===== config.mk =====
export PLATFORM = sky130hd
export DESIGN_NAME = pipe_stage
export DESIGN_NICKNAME = d
export VERILOG_FILES = /design/src/rtl/pipe_stage_pkg.sv /design/src/rtl/pipe_stage_slot.sv /design/src/rtl/pipe_stage.sv
export SDC_FILE = /design/constraint.sdc
export NUM_CORES = 1
export LEC_CHECK = 0
export ABC_AREA = 1
export ABC_CLOCK_PERIOD_IN_PS = 4100
export CORE_ASPECT_RATIO = 0.5
export CORE_UTILIZATION = 31
export CTS_CLUSTER_SIZE = 28
export DETAILED_ROUTE_END_ITERATION = 10
export MAX_ROUTING_LAYER = met4
export PLACE_DENSITY = 0.62
export REMOVE_ABC_BUFFERS = 1
export SYNTH_ARGS = -nofsm -noshare
export SYNTH_HDL_FRONTEND = slang
export SYNTH_HIERARCHICAL = 1
export SYNTH_SLANG_ARGS = --single-unit
export TNS_END_PERCENT = 30

===== constraint.sdc =====
create_clock -name clk -period 4.1 [get_ports clk]
set_input_delay 0.82 -clock clk [delete_from_list [all_inputs] [get_ports clk]]
set_output_delay 0.82 -clock clk [all_outputs]
set_load 0.005 [all_outputs]

===== src/rtl/pipe_stage_pkg.sv =====
// Shared types for the elastic pipeline-stage register: occupancy state
// encoding and the helper that derives it from the entry valid bits.
package pipe_stage_pkg;

    // Encoded as {main.valid, skid.valid}; ST_BAD is never reached in normal operation.
    typedef enum logic [1:0] {
        ST_EMPTY = 2'b00,
        ST_BAD   = 2'b01,
        ST_ONE   = 2'b10,
        ST_FULL  = 2'b11
    } stage_state_e;

    function automatic stage_state_e stage_state(input logic main_v, input logic skid_v);
        return stage_state_e'({main_v, skid_v});
    endfunction

endpackage


===== src/rtl/pipe_stage_slot.sv =====
// One pipeline entry: valid bit plus control and data registers.
// Clear wins over load so a squash always empties the entry.
module pipe_slot
    import pipe_stage_pkg::*;
#(
    parameter int CTRL_WIDTH = 8,
    parameter int DATA_WIDTH = 64
) (
    input  logic                  clk,
    input  logic                  rst,
    input  logic                  load,
    input  logic                  clear,
    input  logic [CTRL_WIDTH-1:0] d_ctrl,
    input  logic [DATA_WIDTH-1:0] d_data,
    output logic                  valid,
    output logic [CTRL_WIDTH-1:0] ctrl,
    output logic [DATA_WIDTH-1:0] data
);

    always_ff @(posedge clk or posedge rst) begin
        if (rst) begin
            valid <= 1'b0;
            ctrl  <= '0;
            data  <= '0;
        end else if (clear) begin
            valid <= 1'b0;
        end else if (load) begin
            valid <= 1'b1;
            ctrl  <= d_ctrl;
            data  <= d_data;
        end
    end

endmodule


===== src/rtl/pipe_stage.sv =====
// Elastic pipeline-stage register between two LC-3b stages with flush and
// bubble insertion; SKID=1 adds a second entry so in_ready is a pure register output.
module pipe_stage
    import pipe_stage_pkg::*;
#(
    parameter int          CTRL_WIDTH = 8,
    parameter int          DATA_WIDTH = 64,
    parameter int unsigned SKID       = 1
) (
    input  logic                  clk,
    input  logic                  rst,
    input  logic                  flush,
    input  logic                  in_valid,
    output logic                  in_ready,
    input  logic [CTRL_WIDTH-1:0] in_ctrl,
    input  logic [DATA_WIDTH-1:0] in_data,
    output logic                  out_valid,
    input  logic                  out_ready,
    output logic [CTRL_WIDTH-1:0] out_ctrl,
    output logic [DATA_WIDTH-1:0] out_data
);

    // Handshake: a word moves when valid & ready are both high at a rising edge;
    // valid never waits on ready, and a held word stays stable until it moves.

    logic                  main_v;
    logic [CTRL_WIDTH-1:0] main_ctrl;
    logic [DATA_WIDTH-1:0] main_data;
    logic                  skid_v;
    logic [CTRL_WIDTH-1:0] skid_ctrl;
    logic [DATA_WIDTH-1:0] skid_data;

    logic                  accept;
    logic                  out_xfer;
    logic                  main_load;
    logic                  main_clear;
    logic                  main_from_skid;
    logic                  skid_load;
    logic                  skid_clear;
    logic [CTRL_WIDTH-1:0] main_d_ctrl;
    logic [DATA_WIDTH-1:0] main_d_data;

    // Occupancy visible for checkers and debug.
    stage_state_e state;

    assign state    = stage_state(main_v, skid_v);
    assign accept   = in_valid & in_ready;
    assign out_xfer = main_v & out_ready;

    always_comb begin
        main_load      = 1'b0;
        main_from_skid = 1'b0;
        skid_load      = 1'b0;
        main_clear     = flush;
        skid_clear     = flush;
        case (state)
            ST_EMPTY: begin
                main_load = accept;
            end
            ST_ONE: begin
                if (accept && (out_xfer || SKID == 0)) begin
                    main_load = 1'b1;
                end else if (accept) begin
                    skid_load = 1'b1;
                end else if (out_xfer) begin
                    main_clear = 1'b1;
                end
            end
            ST_FULL: begin
                if (out_xfer) begin
                    main_load      = 1'b1;
                    main_from_skid = 1'b1;
                    skid_clear     = 1'b1;
                end
            end
            default: begin
                main_clear = 1'b1;
                skid_clear = 1'b1;
            end
        endcase
    end

    assign main_d_ctrl = main_from_skid ? skid_ctrl : in_ctrl;
    assign main_d_data = main_from_skid ? skid_data : in_data;

    pipe_slot #(
        .CTRL_WIDTH (CTRL_WIDTH),
        .DATA_WIDTH (DATA_WIDTH)
    ) u_main (
        .clk    (clk),
        .rst    (rst),
        .load   (main_load),
        .clear  (main_clear),
        .d_ctrl (main_d_ctrl),
        .d_data (main_d_data),
        .valid  (main_v),
        .ctrl   (main_ctrl),
        .data   (main_data)
    );

    generate
        if (SKID != 0) begin : g_skid
            pipe_slot #(
                .CTRL_WIDTH (CTRL_WIDTH),
                .DATA_WIDTH (DATA_WIDTH)
            ) u_skid (
                .clk    (clk),
                .rst    (rst),
                .load   (skid_load),
                .clear  (skid_clear),
                .d_ctrl (in_ctrl),
                .d_data (in_data),
                .valid  (skid_v),
                .ctrl   (skid_ctrl),
                .data   (skid_data)
            );
            // Registered ready: the stall path from downstream stops here.
            assign in_ready = ~skid_v;
        end else begin : g_single
            assign skid_v    = 1'b0;
            assign skid_ctrl = '0;
            assign skid_data = '0;
            assign in_ready  = ~main_v | out_ready;
        end
    endgenerate

    // Bubbles present an all-zero control word so downstream does nothing.
    assign out_valid = main_v;
    assign out_ctrl  = main_v ? main_ctrl : '0;
    assign out_data  = main_data;

endmodule


==> results.sh <==
export IMPL_outcome="complete, no violations"
export IMPL_r2r_cells=9
export IMPL_worstSetupPathType="flop to flop"
export IMPL_drt_first_pass_iters=5
export IMPL_hp_start="u_main/data[30]"
export IMPL_ir_worst_vdd_mv=0.3462
export IMPL_fin_ws_ns=1.278
export IMPL_synth_top_area_share_pct=45.53
export IMPL_worstHoldPathType="flop to flop"
export IMPL_rsz0062_at_grt="false"
export IMPL_setup_violations=0
export IMPL_finalWirelength_um=21990
export IMPL_yosysWarnings=6
export IMPL_cap_violations=0
export IMPL_cts_resized=0
export IMPL_io_buffers=150
export IMPL_clock_root_buffer="clkbuf_16"
export IMPL_async_reset_ff_share_pct=100.0
export IMPL_vias=6597
export IMPL_routedWlPerCell_um=15.88
export IMPL_finish_net_count=1109
export IMPL_diodes=0
export IMPL_syn_area_per_cell_sq_um=8.771
export IMPL_pre_cts_slack_ns=1.034
export IMPL_crit_path_end_kind="flop"
export IMPL_grt_usage_pct=17.59
export IMPL_power_uw=6827
export IMPL_hold_buffers=0
export IMPL_area_growth_pct=23.84
export IMPL_synth_most_common_cell="nand2_1"
export IMPL_finalCritPeriodShare_pct=68.82
export IMPL_globalplace_congestion=0.8255
export IMPL_clkTransAtPathRegs_ns=0.07
export IMPL_power_density_mw_per_mm2=687.0
export IMPL_synth_distinct_cells=19
export IMPL_drc_errors=0
export IMPL_fin_skew_ns=0.01129
export IMPL_insertion_delay_ns=0.43
export IMPL_fmax_ghz=0.3544
export IMPL_rows=41
export IMPL_dieArea_sq_mm=0.02657
export IMPL_hold_ws_ns=0.4702
export IMPL_report_final_slew_viol_count=0
export IMPL_grt_overflow=0
export IMPL_clockBufferDepth=2
export IMPL_ios=151
export IMPL_die_w_um=229.5
export IMPL_worst_pin_slew_ns=1.152
export IMPL_final_antenna_net_count=0
export IMPL_crit_path_start_kind="flop"
export IMPL_p_leak_uw=0.004814
export IMPL_min_period_ns=2.822
export IMPL_yosysSeqAreaShare_pct=45.53
export IMPL_dpl_hpwl_um=13560
export IMPL_syn_area_sq_mm=0.008025
export IMPL_grt_max_degree=74
export IMPL_cts_tree="done"
export IMPL_first_global_vias=6779
export IMPL_synthTopCellsByCount="nand2_1, dfrtp_1, nand3_2"
export IMPL_place_area_sq_mm=0.009281
export IMPL_finalInstanceArea_sq_mm=0.009938
export IMPL_drt_iter0_drc=559
export IMPL_initial_core_util_pct=31.73
export IMPL_die_h_um=115.8
export IMPL_slew_headroom_pct=23.22
export IMPL_crit_arrival_ns=3.19
export IMPL_htreeDepth=4
export IMPL_ys_dominant_reg_cell="dfrtp_1"
export IMPL_whs_path_depth=2
export IMPL_antenna_found_initial=0
export IMPL_drive_gt1_share_pct=16.43
export IMPL_grt_pass1_wl_um=35600
export IMPL_ys_ff_latch=146
export IMPL_finalHoldViolations=0
export IMPL_worst_path_max_fanout=73
export IMPL_clock_sinks=146
export IMPL_synth_cells=915
export IMPL_yosys_area_top_type="dfrtp_1"
export IMPL_postCtsSetupBuffers=0
export IMPL_viasPerCell=4.763
export IMPL_synth_edf_count=0
export IMPL_required_ns=4.47
export IMPL_r2r_start="u_main/valid"
export IMPL_synthTopCellsByArea="dfrtp_1, nand2_1, nand3_2"
export IMPL_coreArea_sq_mm=0.02529
export IMPL_cts_buffers=17
export IMPL_crit_start="u_main/valid"
final cells by class:
| cell class | instances | area [sq um] |
|---|---|---|
| multi-input combinational | 683 | 3525 |
| inverter | 16 | 66.31 |
| timing repair buffer | 164 | 1607 |
| clock inverter | 15 | 231.5 |
| fill | 2498 | 15350 |
| tap | 344 | 430.4 |
| sequential | 146 | 3654 |
| clock buffer | 17 | 425.4 |
placed cells by master, fill, tap and decap left out:
| master | n |
|---|---|
| nor2_4 | 2 |
| nor2_1 | 2 |
| nand2_8 | 2 |
| nand3_2 | 114 |
| nand3_1 | 105 |
| ha_4 | 1 |
| clkdlybuf4s50_1 | 150 |
| a21oi_1 | 1 |
| inv_1 | 11 |
| clkinvlp_4 | 2 |
| inv_6 | 2 |
| dfrtp_1 | 146 |
| clkinv_4 | 5 |
| o21ai_1 | 1 |
| clkinv_2 | 6 |
| o21ai_0 | 1 |
| bufinv_16 | 5 |
| buf_4 | 14 |
| nand3_4 | 1 |
| nand2_1 | 449 |
| ha_1 | 3 |
| clkbuf_16 | 17 |
| nand3b_1 | 1 |
kinds of logic (layout without fill, tap and decap cells):
group / after synthesis / after routing / synth area share [%]
buffers and inverters: 86 / 212 / 10.90
DFF: 146 / 146 / 45.53
adders and majority gates: 4 / 4 / 0.6237
AOI/OAI and AO/OA: 3 / 3 / 0.1869
and+or+nand+nor: 676 / 676 / 42.77
metal layers:
| metal | GRT usage [%] | routed length [um] | vias to the layer above |
|---|---|---|---|
| met2 | 30.65 | 11420 | 142 |
| met4 | 6.178 | 397 | 0 |
| met5 | - | 0 | - |
| li1 | - | - | 3136 |
| met3 | 3.248 | 830 | 28 |
| met1 | 20.54 | 9339 | 3291 |
through the flow:
stage / setup TNS, ns / instances / utilization (%)
floorplan: -456.21 / 845 / -
global placement: 0 / 1353 / 36.70
detailed placement: 0 / 1353 / 36.70
CTS: 0 / 1385 / 39.30
global route: 0 / 1385 / 39.30
finish: 0 / 1385 / 39.30
report_power, final:
part	total [uW]	leakage [uW]	switching [uW]	internal, uW
combinational	2530	0.00267	1450	1080
sequential	2550	0.00183	445	2110
clock	1740	0.000314	658	1090
total	6830	0.00481	2560	4270
worst max-delay path, cell delays in order, from the launching register on:
cell	delay [ns]
dfrtp_1	0.73
inv_1	0.15
ha_1	0.34
nand2_1	0.08
a21oi_1	0.07
nand2_1	0.08
clkinv_2	0.45
nand2_8	0.60
nand2_1	0.13
nand2_1	0.08
path summary, 6_finish.rpt:
path | to | slack [ns]
worst max-delay path | u_main/data[39] | 1.28
worst min-delay path | u_main/data[30] | 0.47
worst max register to register | u_main/data[39] | 1.28
worst min register to register | u_main/data[30] | 0.47
max in group asynchronous | g_skid.u_skid/data[3] | 2.26
min in group asynchronous | u_main/data[54] | 0.87
registers in the layout, summed over array words and instances, names as in the netlist:
| register | count |
|---|---|
| g_skid.u_skid/ctrl | 8 |
| u_main/ctrl | 8 |
| g_skid.u_skid/data | 64 |
| g_skid.u_skid/valid | 1 |
| u_main/data | 64 |
| u_main/valid | 1 |
(Power assumes the default switching activity.)
